<file path="src/rtl/or_issue_unit.sv">
// Operand/issue stage for the bitwise_or unit: a small register file, a valid/ready
// instruction port and a four-state IDLE/FETCH/EXEC/WB sequencer with one op in flight.
module or_issue_unit #(
    parameter int WIDTH = 4,
    parameter int NREGS = 4,
    parameter int AW    = 2
) (
    input  logic             clk,
    input  logic             reset,
    input  logic             wr_en,
    input  logic [AW-1:0]    wr_addr,
    input  logic [WIDTH-1:0] wr_data,
    input  logic             issue_valid,
    output logic             issue_ready,
    input  logic [AW-1:0]    src1,
    input  logic [AW-1:0]    src2,
    input  logic [AW-1:0]    dst,
    output logic [WIDTH-1:0] op_a,
    output logic [WIDTH-1:0] op_b,
    input  logic [WIDTH-1:0] alu_result,
    output logic             done,
    input  logic [AW-1:0]    rd_addr,
    output logic [WIDTH-1:0] rd_data
);

    typedef enum logic [1:0] {IDLE, FETCH, EXEC, WB} state_t;

    state_t state_q, state_d;

    logic [WIDTH-1:0] regs_q [NREGS];
    logic [WIDTH-1:0] regs_d [NREGS];
    logic [WIDTH-1:0] op_a_q, op_a_d;
    logic [WIDTH-1:0] op_b_q, op_b_d;
    logic [WIDTH-1:0] result_q, result_d;
    logic [AW-1:0]    src1_q, src1_d;
    logic [AW-1:0]    src2_q, src2_d;
    logic [AW-1:0]    dst_q, dst_d;
    logic             done_q, done_d;
    logic             accept;

    assign issue_ready = (state_q == IDLE);
    assign accept      = issue_valid && issue_ready;

    // State register
    // NOTE: sequential state uses non-blocking (<=) so every flop samples pre-edge values.
    always_ff @(posedge clk or posedge reset) begin
        if (reset) state_q <= IDLE;
        else       state_q <= state_d;
    end

    // Next-state logic
    always_comb begin
        state_d = state_q;
        case (state_q)
            IDLE:    if (accept) state_d = FETCH;
            FETCH:   state_d = EXEC;
            EXEC:    state_d = WB;
            WB:      state_d = IDLE;
            default: state_d = IDLE;
        endcase
    end

    // Datapath and output logic; external loads only land while idle
    always_comb begin
        // NOTE: every comb output gets a hold/default value first so no latch is inferred.
        regs_d   = regs_q;
        op_a_d   = op_a_q;
        op_b_d   = op_b_q;
        result_d = result_q;
        src1_d   = src1_q;
        src2_d   = src2_q;
        dst_d    = dst_q;
        done_d   = 1'b0;
        case (state_q)
            IDLE: begin
                if (wr_en) regs_d[wr_addr] = wr_data;
                if (accept) begin
                    src1_d = src1;
                    src2_d = src2;
                    dst_d  = dst;
                end
            end
            FETCH: begin
                op_a_d = regs_q[src1_q];
                op_b_d = regs_q[src2_q];
            end
            EXEC:    result_d = alu_result;
            WB: begin
                regs_d[dst_q] = result_q;
                done_d        = 1'b1;
            end
            default: ;
        endcase
    end

    always_ff @(posedge clk or posedge reset) begin
        if (reset) begin
            // NOTE: the register file is a handful of flops that must read zero after reset,
            // so it is cleared here rather than left to power-up contents like a RAM.
            for (int i = 0; i < NREGS; i++) regs_q[i] <= '0;
            op_a_q   <= '0;
            op_b_q   <= '0;
            result_q <= '0;
            src1_q   <= '0;
            src2_q   <= '0;
            dst_q    <= '0;
            done_q   <= 1'b0;
        end else begin
            regs_q   <= regs_d;
            op_a_q   <= op_a_d;
            op_b_q   <= op_b_d;
            result_q <= result_d;
            src1_q   <= src1_d;
            src2_q   <= src2_d;
            dst_q    <= dst_d;
            done_q   <= done_d;
        end
    end

    assign op_a    = op_a_q;
    assign op_b    = op_b_q;
    assign done    = done_q;
    assign rd_data = regs_q[rd_addr];

endmodule

</file>
<file path="config.mk">
export PLATFORM = sky130hd
export DESIGN_NAME = or_issue_unit
export DESIGN_NICKNAME = d
export VERILOG_FILES = /design/src/rtl/or_issue_unit.sv
export SDC_FILE = /design/constraint.sdc
export NUM_CORES = 1
export LEC_CHECK = 0
export ABC_AREA = 1
export ABC_CLOCK_PERIOD_IN_PS = 3800
export CAP_MARGIN = 0
export CORE_ASPECT_RATIO = 0.7
export CORE_MARGIN = 2
export CORE_UTILIZATION = 58
export CTS_CLUSTER_DIAMETER = 150
export CTS_CLUSTER_SIZE = 10
export DETAILED_ROUTE_END_ITERATION = 8
export PLACE_DENSITY = 0.95
export SYNTH_ARGS = -nofsm -noshare
export SYNTH_HDL_FRONTEND = slang
export SYNTH_SLANG_ARGS = --single-unit
</file>
<file path="constraint.sdc">
create_clock -name clk -period 3.8 [get_ports clk]
set_clock_uncertainty 0.05 [all_clocks]
set_input_delay 0.38 -clock clk [delete_from_list [all_inputs] [get_ports clk]]
set_output_delay 0.38 -clock clk [all_outputs]
set_load 0.01 [all_outputs]
</file>
==> results.txt <==
* Final min period: 2437 ps
- Slowest stage delay, CP: 630 ps
- Total congestion overflow: 0
- Half-perimeter wire length of the detailed placement result: 4403 µm
* Critical path launch point type: input port
- Final setup violation count: 0
* Fraction of the mapped netlist area in simple logic gates: 40.19%
- Required time reported for the critical path endpoint: 3370 ps
- Of the total synthesized cell area, the portion taken by full adders, half adders and majority gates is 2.630%.
- The synthesized netlist devotes 7.733% of its cell area to compound gates.
- For the worst setup path, the data arrival time is 2010 ps.
- Total count of hold-check failures in the final report: 0
* Cells resized by post-CTS repair: 0
- In the routed layout, each cell is associated on average with a via count of 5.308.
- 36 I/O pins were placed.
- Sequential element share of the synthesized area: 38.93%
- Maximum vdd drop: 0.0005028 V
- The first detailed-routing pass ran for 5 iterations.
- Setup repair after global routing left no endpoint under its margin.
- Counting distinct cell types in the post-synthesis netlist gives 24.
- Fmax achieved: 410.4 MHz
- Once the floorplan was initialized, standard cells occupied 60.64% of the core.
- No sink is reached through more buffers than the 2 on the longest clock path.
- Mux contribution to synthesized area: 1.894%
- Wire length of the first global-routing pass: 9597 µm
- GPL Wtd Cong: 0.9397
- The worst setup path is captured at an output pin.
- Post-detailed-route DRC marker count: 0
- Entering global routing, the biggest net connects 32 pins.
- The analysis attributes to cell leakage a power of 0.001515 µW.
* CTS clock-pin slew for the worst setup and hold paths: 70 ps
* Total clock buffers created by CTS: 5
- The total area inside the core boundary comes to 0.003923 mm².
- The root buffer cell chosen for the clock tree is clkbuf_8.
- The most numerous cell type found on the critical path is clkdlybuf4s50_1.
- The library cell used most frequently in the layout, excluding fill and tap cells, is nand2_1.
- The critical path is of the input port to output pin type.
* Die span in x: 80.54 µm
* Fillers: 317
- Cells on Worst Hold Path: 2
* CTS Sinks: 37
- At the pin with the least slew margin, the transition time is 1161 ps.
- After synthesis, the mean cell area works out to 6.996 µm².
* Number of global-route vias before repair: 2099
* Type of the worst min-delay path: register to register
- Drt first-iter violations: 281
- The die is 57.58 µm tall.
* Largest family of logic cells by synthesized area: simple AND/OR/NAND/NOR gates
* Number of port buffers: 35
* Cell Rows: 19
- Tot GR Track Use: 27.22%
* Syn Inst Count: 340
- Count of final max-slew check failures: 0
- Detailed-route wire length per cell: 13.55 µm
* Number of nets in the synthesized netlist: 367
* Number of nets still failing antenna checks after routing: 0
- Relative area change from synthesis to final layout: 20.73%
* Power per standard cell area: 749.5 mW/mm²
- Setup total negative slack on the finished layout was measured at 0 ps.
- Run status: finished clean
* Routed WL: 5799 µm
- Final Net Count: 402
- CTS tree: built
* Parity-gate share of the synthesized area counting xor and xnor cells: 0%
- Max H-tree Level: 2
- Peak fanout along the critical path: 16
* Cell count of the worst reg-to-reg path: 7
- The number of setup buffers added after CTS is 0.
- CTS Hold Buffers Added: 0
* Final clock period utilization by the worst path: 64.13%
- Cell Chain, Critical Path: clkdlybuf4s50_1 > a21oi_1 > o21ai_0 > nand2_1 > clkdlybuf4s50_1
- Antenna cell count: 0
- Worst rel slew slack: 22.52%
- Initial antenna violation count: 0
* Fraction of layout instances using a drive strength above 1: 12.77%
- Detailed routing inserted a total of 2272 vias.
- In this run, synthesis produced a sequential element count of 37.
- In the layout the commonest cells are 151 x nand2_1, 37 x dfrtp_1, 35 x clkdlybuf4s50_1, 31 x inv_1, 20 x nand3_1.
* Number of max-cap violations: 0
* Number of warnings issued by yosys: 0
- Post-route core utilization: 73.21%
* Max stage delay cell, worst path: clkdlybuf4s50_1
- Netlist area before placement: 0.002379 mm²
- Worst-case hold slack: 431.2 ps
- Die ar.: 0.004637 mm²
- Clock insertion delay at the later pin of the skew report: 290 ps
[layout make-up]
cell class	count	area, µm²	area share (%)
Sequential cell	37	925.9	32.24
Multi-Input combinational cell	253	1247	43.44
Inverter	42	158.9	5.534
Clock inverter	1	30.03	1.046
Clock buffer	7	86.33	3.007
Timing Repair Buffer	36	357.8	12.46
Tap cell	52	65.06	2.266
[cell families after synthesis]
family | count (synthesis)
flip-flops | 37
AO/OA/AOI/OAI | 34
multiplexers | 4
AND/OR/NAND/NOR | 210
buffers and inverters | 50
adder cells (fa/ha/maj) | 5
[layer usage]
layer	vias to the layer above	track usage, %	share of wire (%)
met5	-	0	0
met4	0	6.053	1.1
met3	9	8.228	8.7
met2	112	40.71	44
met1	1035	39.33	46
li1	1116	-	-
[through the flow]
step           worst slack, ps  cells  total power (µW)  cell area (µm²)
6_report                  1363    428              2152             2872
5_1_grt                   1270    428              2309             2872
4_1_cts                   1402    428              2132             2872
3_5_place_dp              1412    420              1771             2755
3_3_place_gp              1451    420              1723             2755
2_1_floorplan             2366    340              1457             2379
[state kept, by name, indices dropped and copies added (netlist names)]
signal	count
regs_q	16
op_a	4
op_b	4
result_q	4
dst_q	2
src1_q	2
src2_q	2
state_q	2
done	1
[synthesized netlist by cell type]
cell type	count	area, µm²
nand2_1	151	566.8
dfrtp_1	37	925.9
inv_1	31	116.4
nand3_1	20	100.1
o21ai_0	17	85.08
a21oi_1	12	60.06
nor2_1	11	41.29
nand2_2	9	56.30
inv_2	6	22.52
ha_1	5	62.56
nand2_4	5	56.30
nor2_2	5	31.28
nor2_4	5	56.30
buf_2	4	20.02
clkinv_1	4	15.01
mux2_2	4	45.04
o211ai_1	4	30.03
nand3_2	3	30.03
clkbuf_1	2	7.510
buf_4	1	7.510
buf_6	1	11.26
clkinv_2	1	5.000
nand3_4	1	17.52
o21ai_2	1	8.760
[path summary, 6_finish.rpt]
kind,startpoint,to,slack (ps)
setup / recovery,rd_addr[0],rd_data[3],1360
hold / removal,op_b[2],op_b[2],430
setup reg to reg,state_q[1],regs_q[7],1860
hold reg to reg,op_b[2],op_b[2],430
max in group asynchronous,reset,op_b[1],2330
min in group asynchronous,reset,src2_q[1],640
[critical path: cells and delay by family]
kind / cells / cell delay, ps
buffers and inverters: 2 / 1160
AO/OA/AOI/OAI: 2 / 380
AND/OR/NAND/NOR: 1 / 80
[report_power, final]
group / internal [µW] / switching, µW
combinational: 417 / 686
clock: 214 / 145
sequential: 539 / 151
(Power assumes the default switching activity.)
